File: src/rtl/fpu_op_sequencer_64_pkg.sv
// Shared opcodes, state encoding and IEEE-754 double constants for the FPU op sequencer.
package fpu_op_sequencer_64_pkg;

   localparam int unsigned DATA_W = 64;
   localparam int unsigned OP_W   = 2;
   localparam int unsigned CNT_W  = 8;

   localparam logic [OP_W-1:0] OP_ADDSUB  = 2'b00;
   localparam logic [OP_W-1:0] OP_UNARY   = 2'b01;
   localparam logic [OP_W-1:0] OP_MUL     = 2'b10;
   localparam logic [OP_W-1:0] OP_ILLEGAL = 2'b11;

   localparam logic [DATA_W-1:0] POS_INF      = 64'h7FF0000000000000;
   localparam logic [DATA_W-1:0] NEG_INF      = 64'hFFF0000000000000;
   localparam logic [DATA_W-1:0] ZERO         = 64'h0000000000000000;
   localparam logic [DATA_W-1:0] QNAN_DEFAULT = 64'h7FF8000000000000;

   typedef enum logic [2:0] {
      ST_IDLE     = 3'd0,
      ST_CHECK    = 3'd1,
      ST_DISPATCH = 3'd2,
      ST_WAIT     = 3'd3,
      ST_RESP     = 3'd4
   } state_e;

   // Registered request payload
   typedef struct packed {
      logic [OP_W-1:0]   op;
      logic [DATA_W-1:0] data1;
      logic [DATA_W-1:0] data2;
   } req_t;

   // True for either signed infinity
   function automatic logic is_inf(input logic [DATA_W-1:0] v);
      return (v == POS_INF) || (v == NEG_INF);
   endfunction

endpackage

File: src/rtl/fpu_special_detect_64.sv
// Combinational special-case decode: flags requests whose result is a quiet NaN without the AU.
module fpu_special_detect_64
   import fpu_op_sequencer_64_pkg::*;
(
   input  logic [OP_W-1:0]   operation,
   input  logic [DATA_W-1:0] data1,
   input  logic [DATA_W-1:0] data2,
   output logic              flag
);

   logic inf1;
   logic inf2;
   logic zero1;
   logic zero2;

   // Per-opcode NaN-producing operand patterns; -0 deliberately not treated as zero
   always_comb begin
      inf1  = is_inf(data1);
      inf2  = is_inf(data2);
      zero1 = (data1 == ZERO);
      zero2 = (data2 == ZERO);
      flag  = 1'b0;
      case (operation)
         OP_ADDSUB: flag = inf1 && inf2;
         OP_UNARY:  flag = inf1;
         OP_MUL:    flag = (zero1 && inf2) || (inf1 && zero2);
         default:   flag = 1'b0;
      endcase
   end

endmodule

File: src/rtl/fpu_op_sequencer_64.sv
// Sequences one FPU request at a time: special-case screen, AU dispatch, bounded wait, response.
module fpu_op_sequencer_64
   import fpu_op_sequencer_64_pkg::*;
#(
   parameter int unsigned       TIMEOUT_CYCLES = 64,
   parameter logic [DATA_W-1:0] QNAN_VALUE     = QNAN_DEFAULT
)
(
   input  logic              clk,
   input  logic              rst_n,
   input  logic              req_valid,
   output logic              req_ready,
   input  logic [OP_W-1:0]   operation,
   input  logic [DATA_W-1:0] data1,
   input  logic [DATA_W-1:0] data2,
   output logic              au_start,
   output logic [OP_W-1:0]   au_op,
   output logic [DATA_W-1:0] au_data1,
   output logic [DATA_W-1:0] au_data2,
   input  logic              au_done,
   input  logic [DATA_W-1:0] au_result,
   output logic              res_valid,
   input  logic              res_ready,
   output logic [DATA_W-1:0] res_data,
   output logic              res_nan,
   output logic              res_err
);

   localparam logic [CNT_W-1:0] CNT_LAST = CNT_W'(TIMEOUT_CYCLES - 1);

   state_e           state;
   req_t             req_q;
   logic [CNT_W-1:0] cnt;
   logic             special;

   // Ready is a pure decode of the state register, held low while reset is asserted
   assign req_ready = (state == ST_IDLE) && rst_n;

   fpu_special_detect_64 u_detect (
      .operation (req_q.op),
      .data1     (req_q.data1),
      .data2     (req_q.data2),
      .flag      (special)
   );

   // Request FSM, AU command, timeout counter and response registers
   always_ff @(posedge clk or negedge rst_n) begin
      if (!rst_n) begin
         state     <= ST_IDLE;
         req_q     <= '0;
         cnt       <= '0;
         au_start  <= 1'b0;
         au_op     <= '0;
         au_data1  <= '0;
         au_data2  <= '0;
         res_valid <= 1'b0;
         res_data  <= '0;
         res_nan   <= 1'b0;
         res_err   <= 1'b0;
      end else begin
         au_start <= 1'b0;
         case (state)
            ST_IDLE: begin
               if (req_valid) begin
                  req_q <= '{op: operation, data1: data1, data2: data2};
                  state <= ST_CHECK;
               end
            end
            ST_CHECK: begin
               if (req_q.op == OP_ILLEGAL) begin
                  res_data  <= '0;
                  res_nan   <= 1'b0;
                  res_err   <= 1'b1;
                  res_valid <= 1'b1;
                  state     <= ST_RESP;
               end else if (special) begin
                  res_data  <= QNAN_VALUE;
                  res_nan   <= 1'b1;
                  res_err   <= 1'b0;
                  res_valid <= 1'b1;
                  state     <= ST_RESP;
               end else begin
                  au_start <= 1'b1;
                  au_op    <= req_q.op;
                  au_data1 <= req_q.data1;
                  au_data2 <= req_q.data2;
                  state    <= ST_DISPATCH;
               end
            end
            ST_DISPATCH: begin
               cnt   <= '0;
               state <= ST_WAIT;
            end
            ST_WAIT: begin
               // Completion takes priority over a coincident timeout
               if (au_done) begin
                  res_data  <= au_result;
                  res_nan   <= 1'b0;
                  res_err   <= 1'b0;
                  res_valid <= 1'b1;
                  state     <= ST_RESP;
               end else if (cnt == CNT_LAST) begin
                  res_data  <= QNAN_VALUE;
                  res_nan   <= 1'b0;
                  res_err   <= 1'b1;
                  res_valid <= 1'b1;
                  state     <= ST_RESP;
               end else begin
                  cnt <= cnt + 1'b1;
               end
            end
            ST_RESP: begin
               if (res_ready) begin
                  res_valid <= 1'b0;
                  state     <= ST_IDLE;
               end
            end
            default: state <= ST_IDLE;
         endcase
      end
   end

endmodule

File: config.mk
export PLATFORM = sky130hd
export DESIGN_NAME = fpu_op_sequencer_64
export DESIGN_NICKNAME = d
export VERILOG_FILES = /design/src/rtl/fpu_op_sequencer_64_pkg.sv /design/src/rtl/fpu_special_detect_64.sv /design/src/rtl/fpu_op_sequencer_64.sv
export SDC_FILE = /design/constraint.sdc
export NUM_CORES = 1
export LEC_CHECK = 0
export ABC_CLOCK_PERIOD_IN_PS = 6500
export CORE_ASPECT_RATIO = 0.7
export CORE_MARGIN = 5
export CORE_UTILIZATION = 45
export CTS_CLUSTER_DIAMETER = 100
export CTS_CLUSTER_SIZE = 30
export DETAILED_ROUTE_END_ITERATION = 10
export HOLD_SLACK_MARGIN = 0.03
export PLACE_DENSITY = 0.77
export SETUP_SLACK_MARGIN = 0.05
export SLEW_MARGIN = 20
export SYNTH_ARGS = -nofsm -noshare
export SYNTH_HDL_FRONTEND = slang
export SYNTH_SLANG_ARGS = --single-unit
export TNS_END_PERCENT = 1
File: constraint.sdc
create_clock -name clk -period 6.5 [get_ports clk]
set_input_delay 0.975 -clock clk [delete_from_list [all_inputs] [get_ports clk]]
set_output_delay 0.975 -clock clk [all_outputs]
set_load 0.005 [all_outputs]
==> results of run 1 <==
==> report_power, final <==
part / switching, uW / total (uW) / internal (uW)
registers: 698 / 3830 / 3130
logic: 1240 / 3420 / 2190
clock network: 638 / 1080 / 441
total: 2570 / 8330 / 5760
==> final cells by class <==
cell class	instances	area [um2]
fill	2240	10950
inverter	1	3.754
clock inverter	1	20.02
sequential	339	8483
clock buffer	16	389.1
timing repair buffer	406	4079
tap	378	473.0
multi-input combinational	469	4355
antenna	1	2.502
==> through the flow <==
step / std cells / setup WS [ns] / instance area, um2 / util / total power [uW]
final: 1611 / 3.094 / 17810 / 0.6192 / 8335
after global routing: 1610 / 2.829 / 17800 / 0.6191 / 8875
after CTS: 1609 / 2.480 / 17780 / 0.6181 / 8428
after detailed placement: 1592 / 2.517 / 17370 / 0.6039 / 7325
after global placement: 1592 / 2.607 / 17370 / 0.6039 / 7207
after floorplan: 855 / 4.190 / 13040 / - / 5415
==> layout by cell type, fill, tap and decap left out, types with 2 or more instances in the layout <==
cell type        instances
dfrtp_1                339
mux2_2                 188
and2_1                   3
nor4_1                  33
buf_4                    7
nor2_1                  39
nor3_2                   2
nor3_1                   3
nand4_1                  9
xor2_1                   5
o21ai_0                  2
a22o_1                  52
clkdlybuf4s50_1        396
and3_1                   2
clkbuf_16               15
mux2_1                  85
nand2b_1                 4
nand3_1                 10
nand2_1                 14
==> logic make-up after synthesis <==
family                     share of synthesized area
AOI/OAI and AO/OA                            0.04280
xor gates and xnor gates                    0.004030
adders and majority gates                  0.0009594
buffers and inverters                        0.01660
DFF                                           0.6506
muxes                                         0.2358
and+or+nand+nor                              0.04923
==> state kept, by name, indices dropped and copies added (netlist names) <==
register and cells:
req_q 130, au_data1 64, au_data2 64, res_data 64, cnt 8, state 3
au_op 2, au_start 1, res_err 1, res_nan 1, res_valid 1
==> how the worst max path moves through the flow <==
stage	start	end	slack, ns	cells after the start
after CTS	req_q[35]	au_data1[37]	2.48	9
final	req_q[85]	au_data1[37]	3.09	9
after global routing	req_q[90]	au_data1[40]	2.83	9
after global placement	req_q[49]	au_data2[51]	2.61	9
after detailed placement	req_q[46]	au_data2[46]	2.52	9
after floorplan	req_valid	req_q[100]	4.19	5
==> worst reg2reg max path, delay by kind of cell, from the launching register on <==
family,cells,cell delay (ns)
buffers and inverters,2,0.78
DFF,1,0.41
and+or+nand+nor,4,1.03
muxes,1,0.53
AOI/OAI and AO/OA,2,0.53
==> per-layer routing <==
layer | vias up | track usage | wire (um)
met5 | - | 0 | 27
met4 | 4 | 0.03965 | 733
met3 | 42 | 0.06689 | 2930
met2 | 228 | 0.3236 | 15590
met1 | 4311 | 0.2798 | 14650
li1 | 3833 | - | -
==> out/qor.yml, run 1 <==
grt_overflow_total: 0
cellLeakagePower_uw: 0.007324
grt_usage: 0.2041
timing.max_cap.violations: 0
ff2ff_path_depth: 9
fin_hold_ws_ns: 0.4154
cts_root_buf: "clkbuf_16"
nNetsFinal: 1432
crit_type: "register to register"
r2r_setup_slack_ns: 3.09
clkSinkCount: 339
syn_area_um2: 13040
die_w_um: 213.5
postRouteAntennaNets: 0
hpwl_um: 24780
cp_slowest_stage_delay_ns: 0.45
synth_edf_count: 0
drive_gt1_frac: 0.1810
min_period_ns: 3.406
drv_slew: 0
die-area_um2: 32530
num_vias: 8418
synth.most_common_cell: "dfrtp_1"
setup.worst_path.end_class: "register"
slew_headroom: 0.3272
worstPathRequired_ns: 6.86
power-per-cell-area_nw_per_um2: 468.1
wl_per_cell_um: 21.06
area_growth_pct: 36.56
ys_ff_latch: 339
syn_inst: 855
finalCritPeriodShare: 0.5239
clk_pin_slew_ns: 0.11
hold_path_class: "input port to asynchronous set/reset pin"
grt_max_degree: 131
cts_buffer_depth: 3
coreArea_um2: 28760
cpMostUsedCell: "buf_4"
yosys-top-cells-count: "339 x dfrtp_1, 188 x mux2_2, 85 x mux2_1"
yosysWarnings: 0
crit_path_top_delay_cell: "buf_4"
synthFlopType: "dfrtp_1"
fmax_mhz: 293.6
drt-initial-drc-count: 480
crit_path_start_kind: "register"
synth_area_leaders: "dfrtp_1 65%, mux2_2 16%, mux2_1 7.3%"
clk_latency_ns: 0.50
ys_seq_area_frac: 0.6506
hold_buffers: 0
cp_num_buf_inv: 2
rsz0062_at_grt: "false"
tritoncts: "yes"
antenna_found_initial: 2
yosys.area.top_type: "dfrtp_1"
cts_made_buffers: 15
finalClockSkew_ns: 0.02761
drc: 0
postCtsSetupBuffers: 0
arrival_ns: 3.77
routabilityCongestion: 0.7906
synthArstFlopShare: 1.000
hold_viol: 0
ir_worst_vdd_mv: 0.2680
status: "complete, no violations"
vias_per_cell: 5.225
grt_pass1_vias: 9020
setup_violations: 0
worst-path-max-fanout: 65
io_buffers: 397
netlist.area_leader.share: 0.6506
r2r-end: "au_data1[37]"
synth_cell_types: 36
finalSetupTns_ns: 0
r2r-start: "req_q[85]"
postSynthAreaPerCell_um2: 15.25
cts-htree-levels: 1
critPathTopFamily: "simple AND/OR/NAND/NOR gates"
postCtsResizedCells: 0
die_y_um: 152.4
dr.pass1.iters: 4
drt_wl_total_um: 33930
worst_slew_pin_slew_ns: 1.009
ios: 398
syn-num-nets: 1055
grt_pass1_wl_um: 53020
path_cells: "nor4_1, nand4_1, nor2_1, nand2_1, o31ai_4, a21oi_4, buf_4, buf_4, mux2_1"
start_util: 0.4534
rows: 52
Power figures use the tool's default switching activity.
==> inputs of run 2 (changes only) <==
ABC_CLOCK_PERIOD_IN_PS = 3000   (was 6500)
CORE_UTILIZATION = 42   (was 45)
PLACE_DENSITY = 0.76   (was 0.77)
clock period = 3 ns   (was 6.5 ns; I/O delays follow)
==> run 2 against run 1 <==
Against the previous run: via count grew 0.29%; global-route usage shrank 1.0 points; clock skew shrank 0.0033 ns; combinational power grew 120%; worst hold slack lost 0.051 ns; highest routed layer unchanged; critical path type unchanged; critical endpoint is now au_data1[32]; core utilization shrank 3.7 points; total power grew 120%; largest cell class unchanged.
==> out/qor.yml, run 2 (synthesis results as in run 1) <==
ios: 398
top_usage_layer: "met2"
finalSetupTns_ns: 0
fin_hold_ws_ns: 0.3645
cellLeakagePower_uw: 0.007372
worst-path-max-fanout: 104
power-per-cell-area_nw_per_um2: 1009
switching_share: 0.3104
cts_root_buf: "clkbuf_16"
drt_wl_total_um: 34500
start_util: 0.4223
antenna_found_initial: 3
die_w_um: 220.6
wl_per_cell_um: 20.80
clkSinkCount: 339
vias_per_cell: 5.089
clock_power_share: 0.129
tritoncts: "yes"
critPathTopFamily: "simple AND/OR/NAND/NOR gates"
die-area_um2: 34730
setup_slack_ns: 0.1942
ir_worst_vdd_mv: 0.6335
rsz0062_at_grt: "false"
hpwl_um: 25070
grt_use_met3: 0.06595
hold_path_class: "input port to asynchronous set/reset pin"
p_sw_uw: 5625
grt_max_degree: 141
num_vias: 8442
mostFrequentLayoutCells: "396 x clkdlybuf4s50_1, 339 x dfrtp_1, 188 x mux2_2"
postRouteAntennaNets: 0
crit_path_top_delay_cell: "nor4_1"
drv_slew: 0
p_int_uw: 12500
crit_path_start_kind: "register"
drt-initial-drc-count: 539
routabilityCongestion: 0.7783
coreArea_um2: 30880
die_y_um: 157.4
io_buffers: 397
finalClockSkew_ns: 0.02429
worstPathRequired_ns: 3.40
slew_headroom: 0.4182
cts_made_buffers: 15
pwr-share-comb: 0.413
largest_reg_flops: 130
grt_pass1_wl_um: 52810
top_register: "req_q"
worst_slew_pin_slew_ns: 0.8727
status: "complete, no violations"
grt_pass1_vias: 8768
rows: 54
finalCritPeriodShare: 0.9353
gr-usage-met2: 0.2961
timing.max_cap.violations: 0
area_growth_pct: 37.76
pwr-share-seq: 0.458
cts-htree-levels: 1
layout_commonest_cell: "clkdlybuf4s50_1"
min_period_ns: 2.806
setup_violations: 0
fmax_mhz: 356.4
clk_latency_ns: 0.51
path_cells: "nor4_1, nand3_1, nor3_2, a31oi_1, o31ai_4, a21oi_4, buf_12, mux2_1"
met1_usage: 0.2771
cp_slowest_stage_delay_ns: 0.47
hold_viol: 0
place_ws_ns: 0.2371
grt_overflow_total: 0
grt_usage: 0.1938
arrival_ns: 3.21
setup.worst_path.end_class: "register"
drive_gt1_frac: 0.1858
dr.pass1.iters: 4
postCtsSetupBuffers: 0
clk_pin_slew_ns: 0.12
crit_type: "register to register"
nNetsFinal: 1439
cp_num_buf_inv: 1
drc: 0
cts_buffer_depth: 3
-- run 2: cell count changes in the layout (fill, tap and decap cells not counted) --
| cell | before | now |
|---|---|---|
| o21ai_2 | 0 | 1 |
| clkinv_16 | 0 | 1 |
| nor2_2 | 0 | 1 |
| o21ai_1 | 1 | 0 |
| buf_16 | 1 | 0 |
| buf_12 | 1 | 6 |
| dlygate4sd3_1 | 0 | 1 |
| inv_16 | 1 | 0 |
| buf_6 | 0 | 1 |
| nor2_1 | 39 | 38 |
| buf_4 | 7 | 8 |
| clkbuf_8 | 1 | 0 |
-- run 2: stage by stage --
step / cells / utilization / power [uW] / cell area [um2]
6_report: 1659 / 0.5817 / 18120 / 17960
5_1_grt: 1659 / 0.5817 / 19300 / 17960
4_1_cts: 1658 / 0.5813 / 18360 / 17950
3_5_place_dp: 1641 / 0.5679 / 15970 / 17530
3_3_place_gp: 1641 / 0.5679 / 15750 / 17530
2_1_floorplan: 855 / - / 11730 / 13040
-- run 2: path summary, 6_finish.rpt --
path,start,end,slack (ns),cells past startpoint
min in group clk,au_data1[61],au_data1[61],0.50,1
worst min register to register,au_data1[61],au_data1[61],0.50,1
worst max-delay path,req_q[26],au_data1[32],0.19,8
max in group asynchronous,rst_n,req_q[107],1.54,3
worst min-delay path,rst_n,req_q[124],0.36,2
worst max register to register,req_q[26],au_data1[32],0.19,8
-- run 2: what timing repair did --
| action | CTS | global route |
|---|---|---|
| hold buffers | 1 | 0 |
| endpoints found under the hold margin | 15 | 0 |
| setup endpoints to repair | 0 | 18 |
| gates resized for setup | 0 | 2 |
-- run 2: power groups by stage --
stage	logic [uW]	clock network, uW	registers [uW]
2_1_floorplan	3650	0	8080
3_3_place_gp	7420	0	8320
3_5_place_dp	7570	0	8390
4_1_cts	7620	2430	8310
5_1_grt	8080	2620	8600
6_report	7480	2350	8300
-- run 2: layer usage --
metal	vias up	share of wire
met5	-	0.00058
met4	4	0.016
met3	37	0.082
met2	190	0.45
met1	4352	0.45
li1	3859	-
-- run 2: final cells by class --
cell class	instances	area (um2)
antenna	1	2.502
clock buffer	15	375.4
clock inverter	1	30.03
fill	2489	12910
inverter	1	3.754
multi-input combinational	469	4362
sequential	339	8483
tap	420	525.5
timing repair buffer	413	4180
==> inputs of run 3 (changes only) <==
GPL_ROUTABILITY_DRIVEN = 0   (was default)
==> results of run 3 <==
Same layout as run 2: the final DEF is identical, and so are final timing and power.
